**config.mk**
```make
export PLATFORM = sky130hd
export DESIGN_NAME = srl_stream_ctrl
export DESIGN_NICKNAME = d
export VERILOG_FILES = /design/src/rtl/srl_stream_ctrl.sv
export SDC_FILE = /design/constraint.sdc
export NUM_CORES = 1
export LEC_CHECK = 0
export CORE_UTILIZATION = 46
export DETAILED_ROUTE_END_ITERATION = 8
export HOLD_SLACK_MARGIN = 0.05
export PLACE_DENSITY = 0.86
export SETUP_SLACK_MARGIN = 0.3
export SLEW_MARGIN = 20
export SYNTH_ARGS = -nofsm -noshare
export SYNTH_HDL_FRONTEND = slang
export SYNTH_SLANG_ARGS = --single-unit
```
**constraint.sdc**
```tcl
create_clock -name clk -period 6.5 [get_ports clk]
set_input_delay 0.65 -clock clk [delete_from_list [all_inputs] [get_ports clk]]
set_output_delay 0.65 -clock clk [all_outputs]
set_load 0.005 [all_outputs]
```
**src/rtl/srl_stream_ctrl.sv**
```systemverilog
// srl_stream_ctrl: wraps an external REG_NUM-deep static shift register
// (shared clock enable, I/Q data bus) as a valid/ready stream stage with a
// fixed delay of REG_NUM shifts. A shadow validity vector follows every shift
// so empty slots and stale SRL contents are never presented downstream.
// A flush drains all valid words by pushing zero words into the SRL.
module srl_stream_ctrl #(
  parameter  int DATA_WIDTH = 16,
  parameter  int REG_NUM    = 32,
  localparam int BUS_W      = 2 * DATA_WIDTH,
  localparam int OCC_W      = $clog2(REG_NUM + 1)
) (
  input  logic             clk,
  input  logic             rst,
  input  logic             flush,
  input  logic             in_valid,
  output logic             in_ready,
  input  logic [BUS_W-1:0] in_data,
  output logic             out_valid,
  input  logic             out_ready,
  output logic [BUS_W-1:0] out_data,
  output logic             srl_ce,
  output logic [BUS_W-1:0] srl_din,
  input  logic [BUS_W-1:0] srl_dout,
  output logic [OCC_W-1:0] occupancy,
  output logic             busy,
  output logic             flush_done
);

  typedef enum logic [1:0] {
    ST_RUN   = 2'd0,
    ST_DRAIN = 2'd1,
    ST_DONE  = 2'd2
  } state_e;

  localparam logic [OCC_W-1:0] OCC_ZERO = {OCC_W{1'b0}};
  localparam logic [OCC_W-1:0] OCC_ONE  = {{(OCC_W-1){1'b0}}, 1'b1};
  localparam logic [BUS_W-1:0] BUS_ZERO = {BUS_W{1'b0}};

  state_e             state_q;
  logic               busy_q;
  logic               flush_done_q;

  logic [REG_NUM-1:0] vld_q;
  logic [REG_NUM-1:0] vld_d;
  logic [OCC_W-1:0]   occ_q;
  logic [OCC_W-1:0]   occ_d;
  logic               out_valid_q;
  logic               out_valid_d;
  logic [BUS_W-1:0]   out_data_q;
  logic [BUS_W-1:0]   out_data_d;

  // Combinational stream-control signals.
  logic               exit_v;
  logic               can_shift;
  logic               occ_nz;
  logic               ready_c;
  logic               ce_c;
  logic [BUS_W-1:0]   din_c;
  logic               shift_in_valid;
  logic               word_in;
  logic               word_out;

  // Decide whether the SRL shifts this cycle and what enters slot 0.
  always_comb begin
    exit_v         = vld_q[REG_NUM-1];
    // A valid word sitting at the exit may only move once the output
    // register is free or being consumed in this same cycle.
    can_shift      = ~exit_v | ~out_valid_q | out_ready;
    occ_nz         = (occ_q != OCC_ZERO);
    ready_c        = 1'b0;
    ce_c           = 1'b0;
    din_c          = BUS_ZERO;
    shift_in_valid = 1'b0;
    if (rst) begin
      ready_c        = 1'b0;
      ce_c           = 1'b0;
      din_c          = BUS_ZERO;
      shift_in_valid = 1'b0;
    end else begin
      case (state_q)
        ST_RUN: begin
          ready_c        = can_shift;
          ce_c           = in_valid & can_shift;
          din_c          = in_data;
          shift_in_valid = 1'b1;
        end
        ST_DRAIN: begin
          // Zero words push the remaining valid words toward the exit.
          ready_c        = 1'b0;
          ce_c           = can_shift & occ_nz;
          din_c          = BUS_ZERO;
          shift_in_valid = 1'b0;
        end
        ST_DONE: begin
          ready_c        = 1'b0;
          ce_c           = 1'b0;
          din_c          = BUS_ZERO;
          shift_in_valid = 1'b0;
        end
        default: begin
          ready_c        = 1'b0;
          ce_c           = 1'b0;
          din_c          = BUS_ZERO;
          shift_in_valid = 1'b0;
        end
      endcase
    end
  end

  assign in_ready = ready_c;
  assign srl_ce   = ce_c;
  assign srl_din  = din_c;

  // Next state of the validity shadow, occupancy and output register.
  always_comb begin
    word_in     = ce_c & shift_in_valid;
    word_out    = ce_c & exit_v;
    vld_d       = vld_q;
    occ_d       = occ_q;
    out_valid_d = out_valid_q;
    out_data_d  = out_data_q;

    if (ce_c) begin
      vld_d = {vld_q[REG_NUM-2:0], shift_in_valid};
    end else begin
      vld_d = vld_q;
    end

    case ({word_in, word_out})
      2'b10:   occ_d = occ_q + OCC_ONE;
      2'b01:   occ_d = occ_q - OCC_ONE;
      default: occ_d = occ_q;
    endcase

    // The oldest slot is captured only when a valid word actually exits.
    if (word_out) begin
      out_data_d  = srl_dout;
      out_valid_d = 1'b1;
    end else if (out_ready) begin
      out_data_d  = out_data_q;
      out_valid_d = 1'b0;
    end else begin
      out_data_d  = out_data_q;
      out_valid_d = out_valid_q;
    end
  end

  // Flush sequencer: RUN -> DRAIN -> DONE -> RUN, with registered status flags.
  always_ff @(posedge clk) begin
    if (rst) begin
      state_q      <= ST_RUN;
      busy_q       <= 1'b0;
      flush_done_q <= 1'b0;
    end else begin
      case (state_q)
        ST_RUN: begin
          if (flush) begin
            state_q <= ST_DRAIN;
            busy_q  <= 1'b1;
          end else begin
            state_q <= ST_RUN;
            busy_q  <= 1'b0;
          end
          flush_done_q <= 1'b0;
        end
        ST_DRAIN: begin
          // An empty SRL means no shift can be pending; flush is ignored here.
          if (!occ_nz) begin
            state_q      <= ST_DONE;
            busy_q       <= 1'b0;
            flush_done_q <= 1'b1;
          end else begin
            state_q      <= ST_DRAIN;
            busy_q       <= 1'b1;
            flush_done_q <= 1'b0;
          end
        end
        ST_DONE: begin
          state_q      <= ST_RUN;
          busy_q       <= 1'b0;
          flush_done_q <= 1'b0;
        end
        default: begin
          state_q      <= ST_RUN;
          busy_q       <= 1'b0;
          flush_done_q <= 1'b0;
        end
      endcase
    end
  end

  // Datapath state; SRL data itself has no reset, so clearing vld masks it.
  always_ff @(posedge clk) begin
    if (rst) begin
      vld_q       <= {REG_NUM{1'b0}};
      occ_q       <= OCC_ZERO;
      out_valid_q <= 1'b0;
      out_data_q  <= BUS_ZERO;
    end else begin
      vld_q       <= vld_d;
      occ_q       <= occ_d;
      out_valid_q <= out_valid_d;
      out_data_q  <= out_data_d;
    end
  end

  assign out_valid  = out_valid_q;
  assign out_data   = out_data_q;
  assign occupancy  = occ_q;
  assign busy       = busy_q;
  assign flush_done = flush_done_q;

endmodule
```
Yosys cells after proc, flatten, opt, wreduce, memory -nomap -nowiden --
Cells that the tools add are included.
Storage, ports and cells: register bits after elaboration 75, bits of input ports 69, output and inout bits 75, logic and storage cells 44
Operators by class: add/sub/neg operators 2, equality and inequality tests 3, multiplexer cells 18, bitwise logic cells 9, reduce and logical (&&, ||, !) cells 5
Operators with widths (count):
- 32-bit two-way mux | 2
- 6-bit case mux with 2 select lines | 1
- 1-bit two-way mux | 11
- 6-bit by 1-bit adder with 6-bit output (second input constant) | 1
- 6-bit nonzero test | 1
- 6-bit by 1-bit subtractor with 6-bit output (second input constant) | 1
- 1-bit bitwise AND | 4
- 2-bit by 1-bit == test with 1-bit output (second input constant) | 2
- 1-bit case mux with 2 select lines | 2
- 2-bit case mux with 2 select lines | 1
- 2-bit nonzero test | 2
- 1-bit NOT | 3
- 2-bit == test (second input constant) | 1
- 2-bit zero test | 1
- 2-bit two-way mux | 1
- 1-bit OR | 2
- 2-bit OR reduction | 1

Depth between registers and ports, before layout --
depth after elaboration 9, mapped depth 12, gate-level depth less buffers 10

Least setup slack after synthesis --
Ideal clock, no wire load.
path kind input to register, start in rst, end reg occ_q[5], in the netlist occupancy[5], library setup time 121 ps, arrival 2726 ps, required time 6379 ps, slack 3653 ps, cell stages on the path 10, path buffers 1, cell sequence nor2_2 -> o2111ai_1 -> clkbuf_2 -> nor2_1 -> ha_1 -> ha_1 -> a211oi_1 -> o2111ai_1 -> o311ai_1 -> mux2_2
Between the ends: longest elaborated chain between the ends 4, elaborated cells on any way between the ends 8, those cells by class 2 x eq/ne; 3 x mux; 2 x bitwise; 1 x reduce/logical
Ends and longest elaborated chain:
- start: declaration | RTL line 13 | input logic rst,
- 1-bit two-way mux | RTL line 74 | if (rst) begin
- 1-bit bitwise AND (on tied branches) | RTL line 117, 116
- 2-bit by 1-bit == test with 1-bit output / 2-bit == test (equally long branches) | RTL line 129 | case ({word_in, word_out})
- 6-bit case mux with 2 select lines / 2-bit nonzero test (equally long branches)
- end signal: assignment | RTL line 196 | occ_q <= OCC_ZERO;
- end signal: assignment | RTL line 201 | occ_q <= occ_d;
- end: declaration | RTL line 45 | logic [OCC_W-1:0] occ_q;
Several ways; a longest one is shown, not always the timed one. A chain may end at the register's enable or synchronous reset.

Final worst setup path --
Ends and elaborated chain as after synthesis.

==> flow_metrics.py <==
metrics = {
    "status": {
        "status": "complete, no violations",
    },
    "setup_path": {
        "cp-endpoint": "occupancy[5]$_SDFFE_PP0P_",
        "r2r-start": "state_q[0]$_SDFF_PP0_",
        "critPathMaxFanout": 77,
        "cp-startpoint": "rst",
        "crit_arrival_ns": 3.86,
        "reg2reg_slack_ns": 3.09,
        "critPathLaunchType": "primary input",
        "r2r-end": "occupancy[5]$_SDFFE_PP0P_",
        "reg2reg_depth": 9,
        "crit_required_ns": 6.73,
        "critPathKind": "primary input to register",
        "cp-end-kind": "register",
    },
    "logic_synthesis": {
        "yosys.area_share.simple_pct": 21.0,
        "yosysWarnings": 0,
        "yosys-top-cells-area": "dfxtp_1 45%, a21oi_1 10%, nand3_1 9.6%",
        "ys_seq_area_share_pct": 44.6,
        "synth-seq-cells": 74,
        "synth_area_leader_cell": "dfxtp_1",
        "synth_top_area_share_pct": 44.6,
        "yosysUniqueCellTypes": 44,
        "synth_xor_area_share_pct": 0.527,
        "synthCells": 402,
        "synth_edf_count": 0,
        "netlist_area_sq_um": 3320,
        "syn_avg_cell_area_sq_um": 8.27,
        "synth.area.mux_share_pct": 0.339,
        "synth_fa_ha_area_share_pct": 2.48,
        "mappedNetlistNets": 477,
        "synth_top_family_by_area": "compound AO/OA/AOI/OAI gates",
        "synthArstFlopShare_pct": 0,
        "synth_ff_type": "dfxtp_1",
        "synth_compound_area_share_pct": 24.3,
    },
    "timing": {
        "tightest_slew_ns": 0.769,
        "slew-limit-headroom_pct": 48.7,
        "min_period_over_period_pct": 55.8,
        "fin_worst_skew_ns": 0.00510,
        "fin_tns_setup_ns": 0,
        "timing.fmax_ghz": 0.276,
        "fin_crit_ns": 3.63,
        "rsz0062_at_grt": "no",
        "drv_slew": 0,
        "setup_viol": 0,
        "hold_viol": 0,
    },
    "layout": {
        "antenna_cells": 0,
        "nFillCells": 540,
        "drive_gt1_share_pct": 5.51,
        "fin_cells": 622,
        "nets": 597,
        "syn_to_final_growth_pct": 47.1,
    },
    "global_route": {
        "antenna_found_initial": 0,
        "grt-ovfl-total": 0,
        "grt_pass1_wl_mm": 13.7,
        "grt_max_degree": 78,
        "grt_pass1_vias": 3105,
        "grt_usage_pct": 22.7,
    },
    "routing": {
        "drtIter0Drc": 252,
        "wl_per_cell_um": 13.7,
        "drt_first_pass_iters": 5,
        "vias": 3389,
        "antenna_left": 0,
        "via_per_inst": 5.45,
        "wl_mm": 8.51,
        "drc": 0,
    },
    "place": {
        "dp.cells": 607,
        "portBuffers": 143,
        "place.gp.congestion": 0.791,
        "dpl.hpwl_mm": 5.59,
    },
    "die": {
        "die_h_um": 87.0,
        "die-area_sq_um": 7570,
        "die_x_um": 87.0,
        "rows": 30,
        "start_util_pct": 48.4,
        "ios": 144,
        "coreArea_sq_um": 6870,
    },
    "clock_tree": {
        "cts_resized": 0,
        "cts_tree": "built",
        "cts_setup_buffers": 0,
        "cts_max_path_buffers": 2,
        "clock-root-buffer": "clkbuf_8",
        "clk_pin_slew_ns": 0.07,
        "cts_hold_buf": 0,
        "clock_latency_ns": 0.34,
        "numCtsBuffers": 9,
        "cts_sinks": 74,
        "htreeDepth": 3,
    },
    "min_path": {
        "hp-start": "vld_q[12]$_SDFFE_PP0P_",
        "min_path_type": "register to register",
    },
    "power_and_ir_drop": {
        "p_sw_uw": 242,
        "power_density_nw_per_um2": 193,
        "p_seq_share_pct": 49.1,
        "combPwrFrac_pct": 18.0,
        "intPower_uw": 701,
        "p_clk_share_pct": 32.9,
        "ir_drop_mv": 0.120,
        "p_leak_uw": 0.00163,
        "switching_share_pct": 25.6,
    },
    "flow_run": {
        "max_cap_violations": 0,
    },
}
[Yosys cell counts (5+ instances only)]
cell / number
nand3_1: 64
dfxtp_1: 74
o21ai_1: 26
a21oi_1: 69
nor2_1: 9
and2_1: 32
nor3_1: 5
buf_2: 10
clkbuf_1: 19
inv_1: 6
o21ai_0: 39
ha_1: 5
[sequential cells by signal (all words and copies together) (netlist names)]
name and count:
vld_q 32, occupancy 6, flush_done 1, out_data 32, out_valid 1, state_q 2
[worst max-delay path, stage by stage]
cell       delay, ns
buf_2           0.09
buf_4           0.34
nor2_2          0.31
o221a_2         0.64
nand2b_1        0.15
ha_1            0.32
ha_1            0.33
a211oi_1        0.35
o2111ai_1       0.17
o311ai_1        0.11
mux2_2          0.37
[placed cells by master, fill, tap and decap left out, types with 2 or more instances in the layout]
cell / count
o21ai_1: 26
nand3_1: 64
nor3_1: 4
dfxtp_1: 74
clkdlybuf4s50_1: 142
nand2_1: 3
a21oi_1: 69
o21a_1: 2
inv_1: 6
and2_1: 32
nor2b_1: 3
clkbuf_8: 11
clkbuf_1: 2
o21ai_0: 39
nor2_1: 9
buf_4: 4
ha_1: 5
[logic make-up after synthesis]
group	count (synthesis)
xor+xnor	2
compound gates	150
flops	74
simple gates	125
fa+ha+maj	6
buf+inv	44
mux	1
[power groups by stage]
stage	combinational, uW	sequential [uW]	clock (uW)
2_1_floorplan	85.7	472	0
3_5_place_dp	169	473	0
6_report	169	463	310
4_1_cts	170	463	318
3_3_place_gp	168	473	0
5_1_grt	182	463	342
[worst min path at each step]
stage / endpoint / slack [ns] / cells after the start
after global routing: vld_q[13]$_SDFFE_PP0P_ / 0.48 / 2
final: vld_q[13]$_SDFFE_PP0P_ / 0.46 / 2
after detailed placement: vld_q[11]$_SDFFE_PP0P_ / 0.45 / 2
after global placement: vld_q[14]$_SDFFE_PP0P_ / 0.45 / 2
after floorplan: vld_q[10]$_SDFFE_PP0P_ / 0.44 / 2
after CTS: vld_q[26]$_SDFFE_PP0P_ / 0.47 / 2
[per-layer routing]
layer  GRT usage (%)  vias up  part of all wire (%)
met4            8.64        0                   1.2
met5               0        -                     0
met2            39.8      152                    48
li1                -     1672                     -
met1            26.2     1554                    42
met3            6.26       11                   8.4
[through the flow]
stage               cell area [sq um]  total power, uW  hold slack [ns]  setup slack [ns]  util [%]
finish                           4890              942            0.461              2.87      71.2
CTS                              4890              951            0.466              2.92      71.2
floorplan                        3320              557            0.440              3.65         -
global placement                 4710              640            0.446              2.69      68.6
detailed placement               4720              642            0.451              2.56      68.7
global route                     4890              987            0.481              2.69      71.2
[cell type report]
type | instances | area [sq um] | area share (%)
Sequential cell | 74 | 1480 | 30.3
Multi-Input combinational cell | 284 | 1640 | 33.5
Inverter | 6 | 22.5 | 0.461
Timing Repair Buffer | 147 | 1460 | 29.8
Tap cell | 96 | 120 | 2.46
Clock buffer | 13 | 159 | 3.25
Clock inverter | 2 | 12.5 | 0.256
Note: power is estimated with default switching activity, not from simulation.
==> RTL edit (same flow settings) <==
Change the parameter `DATA_WIDTH` from 16 to 32.
--- a/src/rtl/srl_stream_ctrl.sv
+++ b/src/rtl/srl_stream_ctrl.sv
@@ -4,7 +4,7 @@
 // so empty slots and stale SRL contents are never presented downstream.
 // A flush drains all valid words by pushing zero words into the SRL.
 module srl_stream_ctrl #(
-  parameter  int DATA_WIDTH = 16,
+  parameter  int DATA_WIDTH = 32,
   parameter  int REG_NUM    = 32,
   localparam int BUS_W      = 2 * DATA_WIDTH,
   localparam int OCC_W      = $clog2(REG_NUM + 1)
Interface: changed (resized in_data, out_data, srl_din and srl_dout); port bits go from 144 to 272. No check against the original RTL was run, so the function may have changed too.
==> RTL edit against the original RTL <==
  * Critical path type unchanged
  * Highest routed layer unchanged
  * Routed wire length is 88% higher
  * Final area is 55% higher
  * Worst setup slack worse by 0.33 ns
  * Global-route usage is 6.6 points higher
  * Synthesized area is 42% higher
  * Critical endpoint unchanged
  * Hold slack hardly changed
  * Via count is 53% higher
  * Sequential cell count is 32 higher
  * Cell count is 53% higher
  * Total power is 44% higher
  * Register-to-register slack worse by 0.32 ns
==> RTL edit: results (changes against the original RTL) <==
status: "complete, no violations"
wl_per_cell_microns: 16.8  # +23%
ir_worst_vdd_v: 0.000136  # +13%
critPathSlowestCell: "buf_4"
port_buffers: 271  # +90%
gp_routability_congestion: 0.960  # +21%
grt_pass1_wl_mm: 23.8  # +74%
grt_antenna_before_repair: 0  # unchanged
clk_latency_ns: 0.36  # +0.02 ns
viasPerCell: 5.47  # +0.31%
slew_headroom: 0.265  # -0.222
hpwlAfterDp_mm: 11.6  # +110%
cts_buffers: 9  # unchanged
synth_nets: 724  # +52%
max_stage_delay_ns: 0.80  # +0.16 ns
syn_to_final_growth_pct: 61.4
num-nets-final: 951  # +59%
grt_max_degree: 110  # +41%
drive_above_1_share: 0.0392  # -0.0160
clkTransAtPathRegs_ns: 0.10  # +0.03 ns
p_leak_nw: 2.53  # +55%
skew_ns: 0.0116  # +0.00653 ns
ys_top_cells_by_area: "dfxtp_1 (45%), a21oi_1 (11%), o21ai_0 (10%)"
first_iter_violations: 314  # +25%
grt_usage: 0.293  # +0.0659
grt_pass1_vias: 4650  # +50%
## RTL edit: power breakdown
part	internal [mW]	switching [mW]
logic	0.153	0.130
registers	0.653	0.00569
clock network	0.193	0.225
## RTL edit: worst register-to-register path, delay by kind of cell, from the launching register on
| family | cells | cell delay [ns] |
|---|---|---|
| compound gates | 2 | 0.57 |
| mux | 1 | 0.32 |
| simple gates | 4 | 0.87 |
| buf+inv | 1 | 0.61 |
| fa+ha+maj | 2 | 0.71 |
| flops | 1 | 0.56 |
## RTL edit: kinds of logic (layout without fill, tap and decap cells)
kind of cell	Yosys count	after routing	synth area share
adder cells (fa/ha/maj)	6	6	0.0176
AND/OR/NAND/NOR	189	189	0.221
XOR/XNOR	2	2	0.00372
buffers and inverters	67	299	0.0652
multiplexers	1	1	0.00239
AO/OA/AOI/OAI	214	214	0.239
flip-flops	106	106	0.451
## RTL edit: final timing paths
check,startpoint,end,slack [ns],cells past startpoint
max,rst,occupancy[5],2.54,11
min,vld_q[1],vld_q[2],0.46,2
max reg2reg,state_q[0],occupancy[5],2.77,10
min reg2reg,vld_q[1],vld_q[2],0.46,2
## RTL edit: per-stage QoR
stage	setup WS [ns]	util	cells	instance area (sq um)	total power, mW
floorplan	3.58	-	585	4700	0.787
global placement	2.45	0.746	933	7360	0.954
detailed placement	2.29	0.746	933	7360	0.957
CTS	2.66	0.768	949	7570	1.37
global route	2.35	0.770	950	7590	1.41
finish	2.54	0.770	950	7590	1.36
## RTL edit: layer usage
metal / up-vias / GRT usage / wire length (microns)
met5: - / 0 / 0
met4: 0 / 0.160 / 684
met3: 39 / 0.0610 / 1280
met2: 255 / 0.513 / 7890
met1: 2395 / 0.333 / 6140
li1: 2503 / - / -
## RTL edit: cell type report
cell class / instances / area (sq um)
clock buffer: 10 / 138
clock inverter: 6 / 73.8
fill: 680 / 2270
inverter: 6 / 22.5
multi-input combinational: 412 / 2300
sequential: 106 / 2120
tap: 133 / 166
timing repair buffer: 277 / 2770
